--- src/rtl/calculadora_sincrona_multi_if.sv ---
// Command/result bundle of the multi-accumulator calculator.
// The input stage drives the command side (master); the calculator answers (slave).
interface calculadora_sincrona_multi_if #(
  parameter int WIDTH   = 8,
  parameter int NUM_ACC = 4
);
  localparam int SEL_W = $clog2(NUM_ACC);

  logic [WIDTH-1:0] entrada;
  logic [3:0]       codigo;
  logic [SEL_W-1:0] sel_acc;
  logic             op_valid;
  logic             op_ready;
  logic [WIDTH-1:0] saida;
  logic             saida_valid;
  logic             ovf;
  logic             zero;
  logic             err;

  modport master (
    output entrada, codigo, sel_acc, op_valid,
    input  op_ready, saida, saida_valid, ovf, zero, err
  );

  modport slave (
    input  entrada, codigo, sel_acc, op_valid,
    output op_ready, saida, saida_valid, ovf, zero, err
  );
endinterface

--- src/rtl/calculadora_sincrona_multi.sv ---
// Synchronous calculator with a bank of NUM_ACC accumulators, wrap/saturate
// arithmetic and a WIDTH-cycle shift-add multiplier behind a valid/ready handshake.
module calculadora_sincrona_multi #(
  parameter int WIDTH    = 8,
  parameter int NUM_ACC  = 4,
  parameter bit SATURATE = 1'b0
) (
  input  logic clk,
  input  logic rst,
  calculadora_sincrona_multi_if.slave bus
);
  localparam int SEL_W = $clog2(NUM_ACC);
  localparam int CNT_W = $clog2(WIDTH) + 1;

  localparam logic [3:0] OP_SHOW_IN  = 4'd0;
  localparam logic [3:0] OP_ADD      = 4'd1;
  localparam logic [3:0] OP_SUB      = 4'd2;
  localparam logic [3:0] OP_SHOW_ACC = 4'd3;
  localparam logic [3:0] OP_CLEAR    = 4'd4;
  localparam logic [3:0] OP_LOAD     = 4'd5;
  localparam logic [3:0] OP_MUL      = 4'd6;
  localparam logic [3:0] OP_NOP      = 4'd7;

  typedef enum logic {S_IDLE, S_MUL} state_t;

  state_t             r_state, w_state_next;
  logic [WIDTH-1:0]   r_acc [NUM_ACC];
  logic [WIDTH-1:0]   r_saida;
  logic               r_saida_valid, r_ovf, r_zero, r_err;
  logic [SEL_W-1:0]   r_mul_sel;
  logic [2*WIDTH-1:0] r_mcand, r_prod;
  logic [WIDTH-1:0]   r_mplier;
  logic [CNT_W-1:0]   r_cnt;

  logic               w_accept, w_mul_last, w_mul_ovf;
  logic [WIDTH-1:0]   w_acc_cur;
  logic [WIDTH:0]     w_sum, w_diff;
  logic [2*WIDTH-1:0] w_prod_step;
  logic               w_wr_en, w_flag_upd, w_ovf_next, w_done, w_err_next, w_saida_upd;
  logic [SEL_W-1:0]   w_wr_sel;
  logic [WIDTH-1:0]   w_wr_data, w_saida_next;

  assign w_accept    = (r_state == S_IDLE) && bus.op_valid;
  assign w_acc_cur   = r_acc[bus.sel_acc];
  assign w_sum       = {1'b0, w_acc_cur} + {1'b0, bus.entrada};
  assign w_diff      = {1'b0, w_acc_cur} - {1'b0, bus.entrada};
  assign w_prod_step = r_prod + (r_mplier[0] ? r_mcand : '0);
  assign w_mul_last  = (r_state == S_MUL) && (r_cnt == CNT_W'(WIDTH - 1));
  // The last step's partial sum is the full product, so overflow is judged on it.
  assign w_mul_ovf   = |w_prod_step[2*WIDTH-1:WIDTH];

  // FSM next state: only MUL leaves IDLE; MUL returns after its last step.
  always_comb begin
    w_state_next = r_state;
    case (r_state)
      S_IDLE: if (w_accept && bus.codigo == OP_MUL) w_state_next = S_MUL;
      S_MUL:  if (w_mul_last) w_state_next = S_IDLE;
      default: w_state_next = S_IDLE;
    endcase
  end

  // Decode of the accepted command (or MUL completion) into write-back, flags and display.
  always_comb begin
    w_wr_en      = 1'b0;
    w_wr_sel     = bus.sel_acc;
    w_wr_data    = '0;
    w_flag_upd   = 1'b0;
    w_ovf_next   = r_ovf;
    w_saida_upd  = 1'b0;
    w_saida_next = r_saida;
    w_done       = 1'b0;
    w_err_next   = 1'b0;
    if (w_accept) begin
      w_done = (bus.codigo != OP_MUL);
      case (bus.codigo)
        OP_SHOW_IN: begin
          w_saida_upd  = 1'b1;
          w_saida_next = bus.entrada;
        end
        OP_ADD: begin
          w_wr_en     = 1'b1;
          w_wr_data   = (SATURATE && w_sum[WIDTH]) ? {WIDTH{1'b1}} : w_sum[WIDTH-1:0];
          w_flag_upd  = 1'b1;
          w_ovf_next  = w_sum[WIDTH];
          w_saida_upd = 1'b1;
        end
        OP_SUB: begin
          w_wr_en     = 1'b1;
          w_wr_data   = (SATURATE && w_diff[WIDTH]) ? '0 : w_diff[WIDTH-1:0];
          w_flag_upd  = 1'b1;
          w_ovf_next  = w_diff[WIDTH];
          w_saida_upd = 1'b1;
        end
        OP_SHOW_ACC: begin
          w_saida_upd  = 1'b1;
          w_saida_next = w_acc_cur;
        end
        OP_CLEAR: begin
          w_wr_en     = 1'b1;
          w_saida_upd = 1'b1;
        end
        OP_LOAD: begin
          w_wr_en     = 1'b1;
          w_wr_data   = bus.entrada;
          w_saida_upd = 1'b1;
        end
        OP_MUL, OP_NOP: ;
        default: w_err_next = 1'b1;
      endcase
      // Ops that clear the display all write zero to it.
      if (w_saida_upd && bus.codigo != OP_SHOW_IN && bus.codigo != OP_SHOW_ACC)
        w_saida_next = '0;
    end else if (w_mul_last) begin
      w_wr_en      = 1'b1;
      w_wr_sel     = r_mul_sel;
      w_wr_data    = (SATURATE && w_mul_ovf) ? {WIDTH{1'b1}} : w_prod_step[WIDTH-1:0];
      w_flag_upd   = 1'b1;
      w_ovf_next   = w_mul_ovf;
      w_saida_upd  = 1'b1;
      w_saida_next = '0;
      w_done       = 1'b1;
    end
  end

  // FSM state register.
  always_ff @(posedge clk or negedge rst) begin
    if (!rst) r_state <= S_IDLE;
    else      r_state <= w_state_next;
  end

  // Accumulator bank: at most one entry written per cycle.
  always_ff @(posedge clk or negedge rst) begin
    if (!rst) begin
      for (int i = 0; i < NUM_ACC; i++) r_acc[i] <= '0;
    end else if (w_wr_en) begin
      r_acc[w_wr_sel] <= w_wr_data;
    end
  end

  // Shift-add multiplier: operands captured on accept, one multiplier bit per cycle.
  always_ff @(posedge clk or negedge rst) begin
    if (!rst) begin
      r_mul_sel <= '0;
      r_mcand   <= '0;
      r_mplier  <= '0;
      r_prod    <= '0;
      r_cnt     <= '0;
    end else if (w_accept && bus.codigo == OP_MUL) begin
      r_mul_sel <= bus.sel_acc;
      r_mcand   <= {{WIDTH{1'b0}}, w_acc_cur};
      r_mplier  <= bus.entrada;
      r_prod    <= '0;
      r_cnt     <= '0;
    end else if (r_state == S_MUL) begin
      r_prod   <= w_prod_step;
      r_mcand  <= r_mcand << 1;
      r_mplier <= r_mplier >> 1;
      r_cnt    <= r_cnt + 1'b1;
    end
  end

  // Registered display, completion/error pulses and sticky arithmetic flags.
  always_ff @(posedge clk or negedge rst) begin
    if (!rst) begin
      r_saida       <= '0;
      r_saida_valid <= 1'b0;
      r_ovf         <= 1'b0;
      r_zero        <= 1'b0;
      r_err         <= 1'b0;
    end else begin
      r_saida_valid <= w_done;
      r_err         <= w_err_next;
      if (w_saida_upd) r_saida <= w_saida_next;
      if (w_flag_upd) begin
        r_ovf  <= w_ovf_next;
        r_zero <= (w_wr_data == '0);
      end
    end
  end

  assign bus.op_ready    = (r_state == S_IDLE) && rst;
  assign bus.saida       = r_saida;
  assign bus.saida_valid = r_saida_valid;
  assign bus.ovf         = r_ovf;
  assign bus.zero        = r_zero;
  assign bus.err         = r_err;
endmodule

--- src/flat_wrapper.sv ---
// flat-port wrapper written by rule: the top's interface ports become plain ports
module calculadora_sincrona_multi_flat 
#(
  parameter int WIDTH    = 8,
  parameter int NUM_ACC  = 4,
  parameter bit SATURATE = 1'b0
)
  (clk, rst, bus_entrada, bus_codigo, bus_sel_acc, bus_op_valid, bus_op_ready, bus_saida, bus_saida_valid, bus_ovf, bus_zero, bus_err);
  calculadora_sincrona_multi_if #(.WIDTH(WIDTH), .NUM_ACC(NUM_ACC)) bus_i ();
  input  logic clk;
  input  logic rst;
  input wire logic [$bits(bus_i.entrada)-1:0] bus_entrada;
  input wire logic [$bits(bus_i.codigo)-1:0] bus_codigo;
  input wire logic [$bits(bus_i.sel_acc)-1:0] bus_sel_acc;
  input wire logic [$bits(bus_i.op_valid)-1:0] bus_op_valid;
  output wire logic [$bits(bus_i.op_ready)-1:0] bus_op_ready;
  output wire logic [$bits(bus_i.saida)-1:0] bus_saida;
  output wire logic [$bits(bus_i.saida_valid)-1:0] bus_saida_valid;
  output wire logic [$bits(bus_i.ovf)-1:0] bus_ovf;
  output wire logic [$bits(bus_i.zero)-1:0] bus_zero;
  output wire logic [$bits(bus_i.err)-1:0] bus_err;
  assign bus_i.entrada = bus_entrada;
  assign bus_i.codigo = bus_codigo;
  assign bus_i.sel_acc = bus_sel_acc;
  assign bus_i.op_valid = bus_op_valid;
  assign bus_op_ready = bus_i.op_ready;
  assign bus_saida = bus_i.saida;
  assign bus_saida_valid = bus_i.saida_valid;
  assign bus_ovf = bus_i.ovf;
  assign bus_zero = bus_i.zero;
  assign bus_err = bus_i.err;
  calculadora_sincrona_multi #(.WIDTH(WIDTH), .NUM_ACC(NUM_ACC), .SATURATE(SATURATE)) u_core (.clk(clk), .rst(rst), .bus(bus_i));
endmodule
--- config.mk ---
export PLATFORM = sky130hd
export DESIGN_NAME = calculadora_sincrona_multi_flat
export DESIGN_NICKNAME = d
export VERILOG_FILES = /design/src/rtl/calculadora_sincrona_multi_if.sv /design/src/rtl/calculadora_sincrona_multi.sv /design/src/flat_wrapper.sv
export SDC_FILE = /design/constraint.sdc
export NUM_CORES = 1
export LEC_CHECK = 0
export ABC_AREA = 1
export ABC_CLOCK_PERIOD_IN_PS = 5300
export BUFFER_PORTS_ARGS = -buffer_cell sky130_fd_sc_hd__buf_2
export CAP_MARGIN = 5
export CORE_MARGIN = 2
export CORE_UTILIZATION = 40
export DETAILED_ROUTE_END_ITERATION = 7
export GPL_TIMING_DRIVEN = 1
export SLEW_MARGIN = 40
export SYNTH_ARGS = -nofsm -noshare
export SYNTH_HDL_FRONTEND = slang
export SYNTH_SLANG_ARGS = --single-unit
--- constraint.sdc ---
create_clock -name clk -period 5.3 [get_ports clk]
set_clock_uncertainty 0.2 [all_clocks]
set_input_delay 0.53 -clock clk [delete_from_list [all_inputs] [get_ports clk]]
set_output_delay 0.53 -clock clk [all_outputs]
set_load 0.005 [all_outputs]
==> results of run 1 <==
state kept, by name, summed over array words and instances (netlist names):
signal and flops:
u_core.r_acc 32, u_core.bus.err 1, u_core.bus.ovf 1, u_core.r_mul_sel 2, u_core.bus.zero 1, u_core.r_cnt 4, u_core.r_mplier 8, u_core.bus.saida_valid 1
u_core.r_prod 16, u_core.bus.saida 8, u_core.r_state 1, u_core.r_mcand 16
how the worst max path moves through the flow:
stage                     slack [ns]              end  cells after the start      startpoint
final                           1.77  u_core.bus.zero                     19  bus_sel_acc[0]
after global routing            1.39  u_core.bus.zero                     19  bus_sel_acc[0]
after CTS                       1.81  u_core.bus.zero                     19  bus_sel_acc[0]
after detailed placement        1.43  u_core.bus.zero                     19  bus_sel_acc[0]
after global placement          1.42  u_core.bus.zero                     19  bus_sel_acc[0]
after floorplan                 2.21  u_core.bus.zero                     16  bus_sel_acc[1]
per-layer routing:
layer,GRT usage (%),up-vias
met5,0,-
met1,30.0,2633
met3,6.11,26
met2,34.3,169
li1,-,2844
met4,7.56,0
layout by cell type, fill, tap and decap left out, types with 4 or more instances in the layout:
master / count
nand3_1: 91
a21oi_1: 43
nor3_4: 5
a31oi_1: 13
nor2_1: 66
dfrtp_1: 91
buf_4: 4
o21ai_0: 56
nor3_1: 5
buf_2: 28
inv_1: 124
o22ai_1: 10
o221ai_1: 4
clkbuf_16: 9
xor2_1: 5
o211ai_1: 6
nand2_1: 235
o31ai_1: 8
ha_1: 35
nand4_1: 11
worst min-delay path: stages:
cell	delay, ns
buf_2	0.11
inv_2	0.06
nor2_1	0.05
cells by family (layout without fill, tap and decap cells):
kind of cell,count (synthesis),count (layout),share of synthesized area [%]
and+or+nand+nor,424,424,29.7
DFF,91,91,36.8
adders and majority gates,38,38,8.05
AOI/OAI and AO/OA,148,148,13.8
xor gates and xnor gates,8,8,1.13
buffers and inverters,160,179,10.5
per-stage QoR:
step                      setup WS (ns)  hold WS [ns]
after floorplan                    2.21        0.0344
after global routing               1.39         0.240
final                              1.77         0.233
after global placement             1.42         0.271
after detailed placement           1.43         0.269
after CTS                          1.81         0.221
final cells by class:
type | count | area, sq um | share of cell area [%]
Sequential cell | 91 | 2280 | 33.6
Clock inverter | 6 | 72.6 | 1.07
Multi-Input combinational cell | 618 | 3270 | 48.3
Clock buffer | 10 | 239 | 3.53
Tap cell | 188 | 235 | 3.48
Timing Repair Buffer | 34 | 191 | 2.83
Inverter | 129 | 487 | 7.19
timing repair:
action	in CTS	in global routing
setup buffers	0	0
hold buffers	1	0
setup endpoints to repair	0	0
hold endpoints to repair	31	0
power by group through the flow:
stage / Combinational [mW] / Clock [mW] / Sequential, mW
3_3_place_gp: 1.28 / 0 / 1.16
4_1_cts: 1.29 / 0.695 / 1.15
6_report: 1.29 / 0.676 / 1.15
2_1_floorplan: 0.974 / 0 / 1.11
5_1_grt: 1.48 / 0.721 / 1.19
3_5_place_dp: 1.29 / 0 / 1.16
==> results.cfg, run 1 <==
[synth]
yosysTopAreaCell = dfrtp_1
seq_area_frac_synth_pct = 36.8
synth_commonest_cells = nand2_1, inv_1, dfrtp_1, nand3_1, nor2_1
ys_top_cells_by_area = dfrtp_1, nand2_1, inv_1
synth_fp_nets = 924
async_reset_ff_share_pct = 100
synth_area_sq_um = 6180
synthCells = 869
ys.flop_type = dfrtp_1
ys_ff_latch = 91
yosysUniqueCellTypes = 42
avgSynthCellArea_sq_um = 7.12
synth.most_common_cell = nand2_1
yosysWarnings = 0
synth_edf_count = 0
synth_top_area_share_pct = 36.8

[routing]
avgViaCountPerCell = 5.27
firstDrtPassIters = 5
drc = 0
met2_wirelength_microns = 7530
drtIter0Drc = 537
ant_nets = 0
topRoutingLayerUsed = met4
dr_wl_met3_microns = 1070
wire_per_inst_microns = 15.8
wl_met1_microns = 7990
totalWireLength_microns = 17000
num_vias = 5672

[cts]
cts_max_path_buffers = 2
numCtsBuffers = 9
cts_root_buf = clkbuf_16
htree_levels = 3
clk_pin_slew_ns = 0.06
clkLatencyLatePin_ns = 0.36
cts_tree = done
cts_resized = 0
cts_num_sinks = 91

[worst_hold_path]
hold-path-endpoint = u_core.bus.err
holdPathStages = 3
hp-class = in -> reg
hp-start = bus_codigo[3]

[final_layout]
stdcell_area_sq_um = 6770
fillCellCount = 1592
layout.cells.non_filler = 1076
utilization_pct = 44.7
syn2layout_area_growth_pct = 9.45
drive_gt1_share_pct = 7.88
nNetsFinal = 938
antenna-diode-count = 0

[power]
ir_drop_v = 0.000195
p_int_mw = 1.81
power_frac_clock_pct = 21.7
total_power_mw = 3.12
comb_power_share_pct = 41.4
seq_power_share_pct = 36.9
p_leak_nw = 3.59
p_switching_mw = 1.31
p_sw_share_pct = 42.0
power_density_nw_per_um2 = 461

[critical_path]
path_delay_family = simple AND/OR/NAND/NOR gates
crit_path_max_incr_delay_ns = 0.47
cpMaxStageDelayCell = ha_1
cp.arrival_ns = 3.63
path_buf_inv = 5
critPathCaptureType = register
r2r-start = u_core.r_mplier[0]
crit_top_cell = nand2_1
crit_path_cell_trace = buf_2 -> clkinv_1 -> nand2_1 -> nand3_1 -> nand2_1 -> inv_1 -> ha_1 -> inv_1 -> nand2_1 -> nand2_1 -> inv_1 -> nand3_1 -> nand3_1 -> nand3_1 -> a21oi_1 -> nand3_1 -> nor2_1 -> nand2_1 -> nand2_1
crit_path_start_kind = input port
ff2ff_setup_slack_ns = 2.10
crit_type = in -> reg
r2r-end = u_core.bus.zero
path_max_fanout = 25
r2r_cells = 13
critPathRequiredTime_ns = 5.40

[floorplanning]
die_height_microns = 128
core_area_sq_um = 15100
start_util_pct = 40.8
die_x_microns = 128
pin_count = 30
dieArea_sq_um = 16500
row_count = 45

[timing]
fmax_mhz = 283
setup_viol = 0
min_period_over_period_pct = 66.6
relSlewSlack_pct = 51.0
tns_ns = 0
period_minus_slack_ns = 3.53
tightest_slew_ns = 0.733
rsz0062_at_grt = no
slew_viol_final = 0
finalHoldViolCount = 0

[status]
status = completed

[global_route]
grt_pass1_vias = 5461
grt_max_degree = 61
antenna_found_initial = 0
grt_pass1_wl_microns = 28300
gr-total-overflow = 0
track_usage_pct = 22.1

[placement]
dpl.cell_count = 1059
routabilityCongestion = 1.02
dpl-instance-area_sq_um = 6440
hpwl_microns = 12800
portBuffers = 29

[run]
max_cap_violations = 0
No activity file was read; power rests on OpenSTA's default activity.
==> inputs of run 2 (changes only) <==
--- a/config.mk
+++ b/config.mk
@@ -6,7 +6,7 @@
 export NUM_CORES = 1
 export LEC_CHECK = 0
 export ABC_AREA = 1
-export ABC_CLOCK_PERIOD_IN_PS = 5300
+export ABC_CLOCK_PERIOD_IN_PS = 3600
 export BUFFER_PORTS_ARGS = -buffer_cell sky130_fd_sc_hd__buf_2
 export CAP_MARGIN = 5
 export CORE_MARGIN = 2
==> constraint.sdc (replaced) <==
create_clock -name clk -period 3.6 [get_ports clk]
set_clock_uncertainty 0.2 [all_clocks]
set_input_delay 0.36 -clock clk [delete_from_list [all_inputs] [get_ports clk]]
set_output_delay 0.36 -clock clk [all_outputs]
set_load 0.005 [all_outputs]
==> results.cfg, run 2 (same netlist as run 1, synthesis figures left out) <==
[timing]
slew_viol_final = 0
relSlewSlack_pct = 52.3
tightest_slew_ns = 0.713
fmax_mhz = 331
finalHoldViolCount = 0
rsz0062_at_grt = no
setup_viol = 0
tns_ns = 0
period_minus_slack_ns = 3.02
min_period_over_period_pct = 84.0

[global_route]
grt_max_degree = 55
gr-total-overflow = 0
track_usage_pct = 21.7
grt_pass1_wl_microns = 28000
antenna_found_initial = 0
grt_pass1_vias = 5410

[cts]
cts_max_path_buffers = 2
numCtsBuffers = 9
clk_pin_slew_ns = 0.07
post_cts_buffers = 0
cts_num_sinks = 91
clkLatencyLatePin_ns = 0.36
htree_levels = 3
cts_tree = done
cts_root_buf = clkbuf_16

[worst_hold_path]
hp-class = in -> reg

[floorplanning]
die_x_microns = 128
core_area_sq_um = 15100
row_count = 45
pin_count = 30
start_util_pct = 40.8
die_height_microns = 128
dieArea_sq_um = 16500

[final_layout]
reg.largest.list = u_core.r_acc x32, u_core.r_mcand x16, u_core.r_prod x16
nNetsFinal = 942
drive_gt1_share_pct = 8.18
seq_area_sq_um = 2280
utilization_pct = 44.8
syn2layout_area_growth_pct = 9.75
top_register = u_core.r_acc
layout_commonest_cell = nand2_1
layout_common_cells = nand2_1, inv_1, nand3_1, dfrtp_1, nor2_1
fillCellCount = 1556
antenna-diode-count = 0
largest_reg_flops = 32
multi_input_area_sq_um = 3270

[critical_path]
crit_path_max_incr_delay_ns = 0.45
crit_path_cell_trace = buf_2 -> clkinv_1 -> nand2_1 -> nand3_1 -> nand2_1 -> inv_1 -> ha_1 -> fa_1 -> xnor2_1 -> nand2_1 -> nand3_1 -> nand2_1 -> nand3_1 -> nor2_1 -> nand3_1 -> nor2_1 -> nand2_1 -> nand2_1
crit_type = in -> reg
path_delay_family = simple AND/OR/NAND/NOR gates
crit_path_start_kind = input port
path_buf_inv = 3
cp.arrival_ns = 3.12
cpMaxStageDelayCell = fa_1
critPathCaptureType = register
path_max_fanout = 11
critPathRequiredTime_ns = 3.70
crit_top_cell = nand2_1

[power]
p_sw_share_pct = 42.1
ir_drop_v = 0.000311
p_switching_mw = 1.93
comb_power_share_pct = 40.9
p_int_mw = 2.66
p_leak_nw = 3.60
seq_power_share_pct = 37.3
power_density_nw_per_um2 = 677
power_frac_clock_pct = 21.8

[placement]
portBuffers = 29
routabilityCongestion = 0.955
hpwl_microns = 12400

[routing]
firstDrtPassIters = 5
avgViaCountPerCell = 5.27
drc = 0
drtIter0Drc = 449
ant_nets = 0
totalWireLength_microns = 16800
wire_per_inst_microns = 15.5
num_vias = 5688

[run]
max_cap_violations = 0

[status]
status = completed
run 2: final cells by class:
type / count / area share (%)
Inverter: 129 / 7.17
Multi-Input combinational cell: 618 / 48.1
Sequential cell: 91 / 33.5
Clock inverter: 5 / 0.903
Clock buffer: 11 / 3.58
Tap cell: 188 / 3.47
Timing Repair Buffer: 38 / 3.21
run 2: path summary, 6_finish.rpt:
kind | startpoint | to | slack [ns] | depth (start not counted)
max | bus_sel_acc[0] | u_core.bus.zero | 0.58 | 18
min | bus_codigo[3] | u_core.bus.err | 0.05 | 3
max reg2reg | u_core.r_mplier[0] | u_core.bus.zero | 0.67 | 14
min reg2reg | u_core.bus.ovf | u_core.bus.ovf | 0.28 | 2
max in group asynchronous | rst | u_core.r_prod[8] | 1.77 | 3
min in group asynchronous | rst | u_core.r_acc[31] | 0.34 | 2
run 2: what timing repair did:
item | 4_1_cts | 5_1_grt
resized for setup | 0 | 0
hold buffers | 1 | 0
hold endpoints to repair | 38 | 0
run 2: tightest hold or removal path, stage by stage:
cell    delay, ns
buf_2        0.11
inv_2        0.05
nor2_1       0.04
run 2: through the flow:
stage / hold WS (ns) / instances / setup slack (ns) / cell area [sq um] / total power [mW]
floorplan: -0.136 / 869 / 0.678 / 6180 / 3.06
global placement: 0.196 / 1063 / 0.296 / 6470 / 3.59
detailed placement: 0.196 / 1063 / 0.264 / 6470 / 3.60
CTS: 0.0364 / 1080 / 0.632 / 6780 / 4.62
global route: 0.0484 / 1080 / 0.344 / 6790 / 4.98
finish: 0.0460 / 1080 / 0.575 / 6790 / 4.60
run 2: power groups by stage:
stage	Combinational [mW]	Clock [mW]	Sequential, mW
final	1.88	1.00	1.71
after global routing	2.16	1.06	1.77
after CTS	1.88	1.02	1.71
after detailed placement	1.88	0	1.72
after global placement	1.87	0	1.72
after floorplan	1.43	0	1.63
run 2: per-layer routing:
metal  vias up  part of all wire (%)  track usage [%]  wire (microns)
met2       154                    44             34.2            7420
met3        36                   4.5             3.04             752
met5         -                     0                0               0
li1       2854                     -                -               -
met4         0                   3.5             9.50             579
met1      2644                    48             29.9            8020
==> inputs of run 3 (changes only) <==
--- a/config.mk
+++ b/config.mk
@@ -6,7 +6,7 @@
 export NUM_CORES = 1
 export LEC_CHECK = 0
 export ABC_AREA = 1
-export ABC_CLOCK_PERIOD_IN_PS = 3600
+export ABC_CLOCK_PERIOD_IN_PS = 2570
 export BUFFER_PORTS_ARGS = -buffer_cell sky130_fd_sc_hd__buf_2
 export CAP_MARGIN = 5
 export CORE_MARGIN = 2
==> constraint.sdc (replaced) <==
create_clock -name clk -period 2.57 [get_ports clk]
set_clock_uncertainty 0.2 [all_clocks]
set_input_delay 0.257 -clock clk [delete_from_list [all_inputs] [get_ports clk]]
set_output_delay 0.257 -clock clk [all_outputs]
set_load 0.005 [all_outputs]
==> results.cfg, run 3 (same netlist as run 1, synthesis figures left out) <==
[routing]
drtIter0Drc = 403
avgViaCountPerCell = 5.14
firstDrtPassIters = 5
wire_per_inst_microns = 15.5
num_vias = 5974
totalWireLength_microns = 18000
drc = 0
ant_nets = 0

[timing]
tightest_slew_ns = 0.673
setup_viol = 0
finalWorstSetupSlack_ns = 0.0714
min_period_over_period_pct = 97.2
rsz0062_at_grt = yes
fmax_mhz = 400
slew_viol_final = 0
finalHoldViolCount = 0
period_minus_slack_ns = 2.50
relSlewSlack_pct = 54.9

[final_layout]
syn2layout_area_growth_pct = 29.3
nNetsFinal = 1024
drive_gt1_share_pct = 26.7
utilization_pct = 52.8
layout_common_cells = nand2_1, inv_1, dfrtp_1, buf_4, nand3_1
reg.largest.list = u_core.r_acc x32, u_core.r_mcand x16, u_core.r_prod x16
layout.cells.non_filler = 1162
antenna-diode-count = 0
largest_reg_flops = 32
top_register = u_core.r_acc
stdcell_area_sq_um = 8000
layout_commonest_cell = nand2_1

[global_route]
track_usage_pct = 22.6
grt_pass1_vias = 5727
met3_usage_pct = 3.37
gr-total-overflow = 0
grt_use_met2_pct = 37.3
grtUsageMet1_pct = 30.7
antenna_found_initial = 0
grt_busiest_layer = met2
grt_max_degree = 55
grt_pass1_wl_microns = 29200

[cts]
cts_num_sinks = 91
htree_levels = 3
cts_root_buf = clkbuf_16
cts_tree = done
numCtsBuffers = 9
clk_pin_slew_ns = 0.07
cts_max_path_buffers = 2
clkLatencyLatePin_ns = 0.35

[placement]
hpwl_microns = 13400
portBuffers = 29
dpl.cell_count = 1137
routabilityCongestion = 0.962
pre_cts_slack_ns = -0.213
dpl-instance-area_sq_um = 7060

[floorplanning]
die_x_microns = 128
row_count = 45
core_area_sq_um = 15100
start_util_pct = 40.8
pin_count = 30
dieArea_sq_um = 16500
die_height_microns = 128

[critical_path]
crit_path_cell_trace = a21oi_2 -> o21ai_1 -> nand2_2 -> inv_2 -> ha_4 -> fa_2 -> xnor2_2 -> nand2_1 -> nand3_1 -> nand2_1 -> nand3_1 -> nor2_1 -> nand3_1 -> nor2_1 -> nand2_1 -> nand2_1
crit_type = reg -> reg
critPathRequiredTime_ns = 2.66
cp.arrival_ns = 2.59
critPathCaptureType = register
path_max_fanout = 3
cpMaxStageDelayCell = fa_2
crit_path_max_incr_delay_ns = 0.42
crit_top_cell = nand2_1
crit_path_start_kind = register

[status]
status = completed

[power]
power_density_nw_per_um2 = 926
total_power_mw = 7.41
ir_drop_v = 0.000515
p_leak_nw = 4.06

[worst_hold_path]
hp-class = in -> reg

[run]
max_cap_violations = 0
[run 3: stage by stage]
step	hold slack, ns	TNS (ns)
floorplan	-0.239	0
global placement	0.0664	-2.34
detailed placement	0.0700	-2.64
CTS	0.0756	-0.00936
global route	0.109	-0.181
finish	0.111	0
[run 3: layout make-up]
type,instances,area [sq um]
Tap cell,188,235
Clock buffer,12,256
Timing Repair Buffer,120,872
Inverter,129,493
Fill cell,1452,7150
Sequential cell,91,2280
Clock inverter,4,57.6
Multi-Input combinational cell,618,3810
[run 3: worst max-delay path: cells and delay by family (launching register included)]
kind	cells	cell delay, ns
buffers and inverters	1	0.06
flip-flops	1	0.40
AND/OR/NAND/NOR	10	0.85
adder cells (fa/ha/maj)	2	0.58
XOR/XNOR	1	0.15
AO/OA/AOI/OAI	2	0.20
[run 3: final timing paths]
check                               startpoint  slack, ns             endpoint  depth (start not counted)
max                           u_core.r_acc[16]       0.07      u_core.bus.zero                         16
min                             bus_entrada[0]       0.11   u_core.r_mplier[0]                          3
max reg2reg                   u_core.r_acc[16]       0.07      u_core.bus.zero                         16
min reg2reg                u_core.bus.saida[3]       0.29  u_core.bus.saida[3]                          2
max in group asynchronous                  rst       1.14   u_core.r_mplier[0]                          3
min in group asynchronous                  rst       0.22   u_core.r_mcand[14]                          2
[run 3: routing by layer]
metal  share of wire [%]  vias up
li1                    -     3044
met1                  46     2772
met2                  48      132
met3                 3.8       26
met4                 2.2        0
met5                   0        -
[run 3: timing repair]
action,4_1_cts,5_1_grt
pin swaps,1,41
setup endpoints to repair,9,28
hold endpoints to repair,38,0
gates resized for setup,12,117
hold buffers,2,0
setup buffers,0,7
[run 3: where the power goes]
group	switching [mW]	internal, mW	total (mW)	leakage (nW)
clock	0.597	0.817	1.41	0.151
combinational	2.04	1.55	3.59	2.75
sequential	0.381	2.02	2.40	1.16
total	3.02	4.38	7.41	4.06
